`src/rtl/maxpool2x2_stream.sv`:
```
// 2x2 stride-2 max-pool over a raster pixel stream with optional ReLU; result registered 1 cycle
// after the odd-row/odd-col beat. No backpressure: upstream paces the stream with in_valid gaps.
module maxpool2x2_stream #(
   parameter int N    = 16,
   parameter int Q    = 12,
   parameter int W    = 8,
   parameter int H    = 8,
   parameter int RELU = 0
) (
   input  logic         clk,
   input  logic         sclr,
   input  logic         in_valid,
   input  logic [N-1:0] in_data,
   output logic         out_valid,
   output logic [N-1:0] out_data,
   output logic         frame_done
);
   localparam int CW = (W > 1) ? $clog2(W) : 1;
   localparam int RW = (H > 1) ? $clog2(H) : 1;
   localparam int HW = W / 2;
   localparam int BW = (HW > 1) ? $clog2(HW) : 1;

   generate
      if ((W % 2) != 0 || W < 2 || (H % 2) != 0 || H < 2) begin : g_bad_dims
         $error("maxpool2x2_stream: W and H must be even and >= 2");
      end
      if (Q < 0 || Q >= N) begin : g_bad_q
         $error("maxpool2x2_stream: Q must lie in 0..N-1");
      end
   endgenerate

   logic [CW-1:0]       col_q, col_d;
   logic [RW-1:0]       row_q, row_d;
   logic signed [N-1:0] hold_q, hold_d;
   logic                out_valid_q, out_valid_d;
   logic signed [N-1:0] out_data_q, out_data_d;
   logic                frame_done_q, frame_done_d;

   // Horizontal pair maxima of the most recent even row, one entry per column pair.
   logic signed [N-1:0] lbuf_q [HW];

   logic signed [N-1:0] pix, hmax, above, pool_max, pool_res;
   logic                col_odd, row_odd, col_last, row_last, buf_wr;
   logic [BW-1:0]       bidx;

   assign pix      = $signed(in_data);
   assign col_odd  = col_q[0];
   assign row_odd  = row_q[0];
   assign col_last = (col_q == CW'(W - 1));
   assign row_last = (row_q == RW'(H - 1));
   assign bidx     = BW'(col_q >> 1);

   assign hmax     = (pix > hold_q) ? pix : hold_q;
   assign above    = lbuf_q[bidx];
   assign pool_max = (hmax > above) ? hmax : above;
   assign pool_res = (RELU != 0 && pool_max[N-1]) ? '0 : pool_max;

   assign buf_wr   = in_valid && col_odd && !row_odd && !sclr;

   always_comb begin
      col_d        = col_q;
      row_d        = row_q;
      hold_d       = hold_q;
      out_valid_d  = 1'b0;
      frame_done_d = 1'b0;
      out_data_d   = out_data_q;
      if (in_valid) begin
         if (col_last) begin
            col_d = '0;
            row_d = row_last ? '0 : row_q + 1'b1;
         end else begin
            col_d = col_q + 1'b1;
         end
         if (!col_odd) begin
            hold_d = pix;
         end else if (row_odd) begin
            out_valid_d  = 1'b1;
            out_data_d   = pool_res;
            // W is even, so col_last only ever occurs on an odd column.
            frame_done_d = row_last && col_last;
         end
      end
   end

   always_ff @(posedge clk or posedge sclr) begin
      if (sclr) begin
         col_q        <= '0;
         row_q        <= '0;
         hold_q       <= '0;
         out_valid_q  <= 1'b0;
         out_data_q   <= '0;
         frame_done_q <= 1'b0;
      end else begin
         col_q        <= col_d;
         row_q        <= row_d;
         hold_q       <= hold_d;
         out_valid_q  <= out_valid_d;
         out_data_q   <= out_data_d;
         frame_done_q <= frame_done_d;
      end
   end

   // Not reset: each odd row only reads entries its preceding even row has just written.
   always_ff @(posedge clk) begin
      if (buf_wr) begin
         lbuf_q[bidx] <= hmax;
      end
   end

   assign out_valid  = out_valid_q;
   assign out_data   = out_data_q;
   assign frame_done = frame_done_q;

endmodule

```
`config.mk`:
```
export PLATFORM = sky130hd
export DESIGN_NAME = maxpool2x2_stream
export DESIGN_NICKNAME = d
export VERILOG_FILES = /design/src/rtl/maxpool2x2_stream.sv
export SDC_FILE = /design/constraint.sdc
export NUM_CORES = 1
export LEC_CHECK = 0
export CAP_MARGIN = 20
export CORE_MARGIN = 2
export CORE_UTILIZATION = 53
export CTS_CLUSTER_SIZE = 28
export DETAILED_ROUTE_END_ITERATION = 7
export GPL_ROUTABILITY_DRIVEN = 0
export MAX_ROUTING_LAYER = met4
export PLACE_DENSITY = 0.76
export RECOVER_POWER = 25
export SLEW_MARGIN = 20
export SYNTH_ARGS = -nofsm -noshare
export SYNTH_HDL_FRONTEND = slang
export SYNTH_SLANG_ARGS = --single-unit
```
`constraint.sdc`:
```
create_clock -name clk -period 3.95 [get_ports clk]
set_input_delay 0.79 -clock clk [delete_from_list [all_inputs] [get_ports clk]]
set_output_delay 0.79 -clock clk [all_outputs]
set_load 0.02 [all_outputs]
```
---- Yosys cells after proc, flatten, opt, wreduce, memory -nomap -nowiden ----
Memory sizes are Yosys's and may differ from the RTL's.
Cells that the tools add are included.
storage, ports and cells
  flip-flop bits (word level) ............. 40
  latch bits .............................. 0
  memory bits (writable) .................. 64
  bits in read-only memories .............. 0
  input port bits ......................... 19
  output and inout bits ................... 18
  memories ................................ 1
memory list
  memory  words  bits a word  read ports  clocked after Yosys merged registers in  write ports  RTL line  source
  lbuf_q  4      16           1           0                                        1            40        logic signed [N-1:0] lbuf_q [HW];
operators by class
  $add $sub $neg .......................... 2
  multiply operators ...................... 0
  div/mod/pow operators ................... 0
  $lt $le $gt $ge ......................... 2
  equal/unequal tests ..................... 2
  shifts and indexed selects .............. 0
  muxes and demuxes ....................... 12
  bitwise gates (word level) .............. 1
  reductions and logical operators ........ 9
operators by type and width
  operator                                     count
  greater-than comparator 16 bit               2
  two-way mux 16 bit                           2
  two-way mux 1 bit                            8
  adder 3 x 1 -> 3 bit, second input constant  2
  == test 3 bit, second input constant         2
  two-way mux 3 bit                            2
  logical AND 1 bit                            4
  AND reduction 2 bit                          2
  AND reduction 3 bit                          1
  logical NOT 1 bit                            2
  NOT 1 bit                                    1

---- Depth between registers and ports, before layout ----
  depth after elaboration ................. 5
  depth in mapped cells ................... 19
  depth with buffers taken out ............ 15

---- Least setup slack after synthesis ----
No wires, ideal clock.
  path type ............................... input port to flip-flop
  start point ............................. in in_data[13]
  end point ............................... reg out_data_q[1] (netlist: out_data[1])
  arrival ................................. 4.580 ns
  data required time ...................... 3.806 ns
  setup slack ............................. -0.773 ns
  stages .................................. 17
  cell sequence ........................... ha_1 a21o_1 a2111oi_4 o21ai_1 or3_1 buf_2 a311oi_1 inv_1 ha_1 nand4_1 nor4_1 o21ai_0 a31oi_1 nand2b_1 buf_1 clkbuf_1 o221ai_1
on the way
  word-level cells in the longest chain between the ends .. 4
ends and longest elaborated chain
  item                            RTL line  source
  start: declaration              13        input logic [N-1:0] in_data,
  greater-than comparator 16 bit  53        assign hmax = (pix > hold_q) ? pix : hold_q;
  two-way mux 16 bit              53
  net hmax[15]                    42        logic signed [N-1:0] pix, hmax, above, pool_max, pool_res;
  greater-than comparator 16 bit  55        assign pool_max = (hmax > above) ? hmax : above;
  two-way mux 16 bit              55
  end signal: assignment          98        out_data_q <= out_data_d;
  end: declaration                36        logic signed [N-1:0] out_data_q, out_data_d;
The timed path passes the listed nets, and every way through them passes these cells.
A chain may end at the register's enable or synchronous reset.

---- Worst setup path after layout ----
  start point ............................. in in_data[13]
  end point ............................... reg out_data_q[8] (netlist: out_data[8])
The elaborated chain is that of the path after synthesis.

==> impl_metrics.toml <==
[pwr]
ir_drop_v = 0.000395
p_leak_nw = 3.29
power_density_nw_per_um2 = 747

[setup_path]
reg2reg_slack_ns = -0.20
cp-start-kind = "input port"
critical_path.slowest_cell = "or3_4"
arrival_ns = 4.42
ff2ff_path_depth = 18
critPathKind = "in -> reg"
cp_cell_sequence = "buf_6 > ha_4 > a21o_1 > a2111oi_4 > o21ai_1 > or3_4 > buf_12 > a311oi_4 > inv_2 > ha_4 > nand4_1 > nor4_4 > o21ai_1 > a31oi_2 > nand2b_4 > buf_12 > o221ai_2"
max_stage_delay_ns = 0.39
timing.rr.start = "hold_q[15]"
cp_max_fo = 8
end_kind = "register"
r2r-end = "out_data[8]"
required_ns = 4.17

[sta]
finalMaxSlewViolations = 0
max_clock_freq_mhz = 238
worst_slack_ns = -0.249
setup_violations = 16
post-route-period-util_pct = 106
finClkSkew_ns = 0.0224
slew_headroom_pct = 17.1
min_period_ns = 4.20
rsz0062_at_grt = "yes"
finalHoldViolations = 0
worst_pin_slew_ns = 1.24

[floorplan]
core_um2 = 9820
dieArea_um2 = 10900
io_pins = 37
initial_core_util_pct = 54.7
die_x_um = 105
placementRows = 36
die_h_um = 105

[global_route]
grt_usage_pct = 31.9
grt_pass1_vias = 4848
grt_overflow_total = 0
grt_pass1_wl_um = 26200
grt_max_degree = 27
antenna_found_initial = 0

[synth]
synth-seq-cells = 104
synthArstFlopShare_pct = 38.5
yosys-top-cells-count = "edfxtp_1 (64), nand2_1 (60), dfrtp_1 (40)"
yosysWarnings = 0
syn-num-nets = 519
netlist_area_um2 = 5370
syn_inst = 464
synth_cell_types = 44
synth_edf_count = 64
yosys-top-cells-area = "edfxtp_1 (36%), dfrtp_1 (19%), ha_1 (8.4%)"
synth-seq-area-share_pct = 54.5
syn_avg_cell_area_um2 = 11.6
synth_top_cell_by_area = "edfxtp_1"
synth.top_cell.area_share_pct = 35.8
synth_ff_type = "edfxtp_1"
synth.most_common_cell = "edfxtp_1"

[routing]
vias = 4723
drc = 0
first_iter_violations = 335
routed_wl_um = 17300
dr.pass1.iters = 5
wl_per_cell_um = 22.6
antenna_left = 0
drt-vias-per-instance = 6.19

[min_path]
hp-class = "reg -> reg"
hold_end = "out_data[15]"
hp-start = "out_data[15]"
hold-path-cell-count = 2

[clock_network]
cts_root_buffer = "clkbuf_8"
htreeDepth = 3
clk_path_buf_depth = 2
clkSlewWorstSetupHoldPaths_ns = 0.11
numClockSinks = 104
ctsHoldBuffers = 0
cts_tree = "built"
worstSkewPairLatency_ns = 0.38
numCtsBuffers = 9

[placement]
dpl.cell_count = 706
dp_hpwl_um = 9720
numPortBuffers = 36
placed_area_um2 = 6680

[final_layout]
num-nets-final = 680
fin_util_pct = 80.4
area_growth_pct = 47.0
drive_gt1_share_pct = 43.3
final_cells = 763
final_area_um2 = 7890
n_antenna_cell = 0

[flow_run]
maxCapViolations = 0

[status]
status = "finished with violations"
violations = "setup timing"
power breakdown:
group	switching (mW)	internal, mW
logic	1.84	1.75
clock network	0.391	0.243
registers	0.208	1.46
area by class of cell:
| class | instances | area, um2 |
|---|---|---|
| flip-flops and latches | 104 | 2920 |
| multi-input cells | 296 | 2860 |
| fillers | 539 | 1930 |
| repair buffers | 176 | 1610 |
| well taps | 133 | 166 |
| inverters | 38 | 143 |
| clock buffers | 9 | 124 |
| clock inverters | 7 | 62.6 |
flip-flops by register name, summed over array words and instances, names as in the netlist:
| signal | count |
|---|---|
| lbuf_q | 64 |
| hold_q | 16 |
| out_data | 16 |
| col_q | 3 |
| row_q | 3 |
| frame_done | 1 |
| out_valid | 1 |
layer usage:
| layer | routed length (um) | global-route usage (%) | vias to the layer above |
|---|---|---|---|
| li1 | - | - | 2054 |
| met1 | 6110 | 37.2 | 2312 |
| met2 | 9210 | 57.3 | 276 |
| met3 | 1160 | 4.12 | 81 |
| met4 | 775 | 10.3 | 0 |
| met5 | 0 | - | - |
worst max path at each step:
stage | startpoint | endpoint | slack (ns)
floorplan | in_data[13] | out_data[5] | -0.32
global placement | in_data[13] | out_data[6] | -0.88
detailed placement | in_data[7] | out_data[9] | -1.21
CTS | in_data[13] | out_data[9] | -0.18
global route | in_data[13] | out_data[9] | -0.37
finish | in_data[13] | out_data[8] | -0.25
repair_timing:
action / 4_1_cts / 5_1_grt
setup endpoints to repair: 16 / 20
pin swaps: 44 / 31
gates resized for setup: 122 / 36
gates cloned: 5 / 0
setup buffers: 32 / 5
per-stage QoR:
stage               hold slack [ns]  total power [mW]  TNS, ns  setup slack (ns)
global placement              0.492              3.99   -14.00            -0.883
finish                        0.532              5.89    -3.50            -0.249
global route                  0.547              6.15    -5.65            -0.368
detailed placement            0.492              4.13   -18.84             -1.21
CTS                           0.518              5.41    -2.52            -0.183
floorplan                     0.483              3.04    -4.20            -0.321
layout by cell type (no fill, tap or decap), drive strengths merged, types with 2 or more instances in the layout:
master,count
buf,149
edfxtp,64
nand2,60
inv,41
dfrtp,40
ha,36
o21ai,34
nor3,21
mux2,20
nor2,19
o211ai,17
clkdlybuf4s50,17
o221ai,16
mux2i,15
a311oi,15
clkbuf,11
a21oi,9
a21o,4
nor2b,4
nand4,4
clkinv,4
dlygate4sd2,3
dlygate4sd3,3
o21a,2
nor4,2
and3,2
nand2b,2
clkdlybuf4s15,2
kinds of logic (layout without fill, tap and decap cells):
| logic type | Yosys count | in the layout | share of synthesized area [%] |
|---|---|---|---|
| and+or+nand+nor | 118 | 118 | 9.74 |
| DFF | 104 | 104 | 54.5 |
| muxes | 36 | 36 | 7.41 |
| buffers and inverters | 64 | 230 | 4.64 |
| adders and majority gates | 36 | 36 | 8.39 |
| AOI/OAI and AO/OA | 106 | 106 | 15.4 |
worst max-delay path: cells and delay by family:
family	cells	cell delay (ns)
fa+ha+maj	2	0.51
buf+inv	4	0.54
compound gates	7	1.38
simple gates	4	1.18
Power figures use the tool's default switching activity.
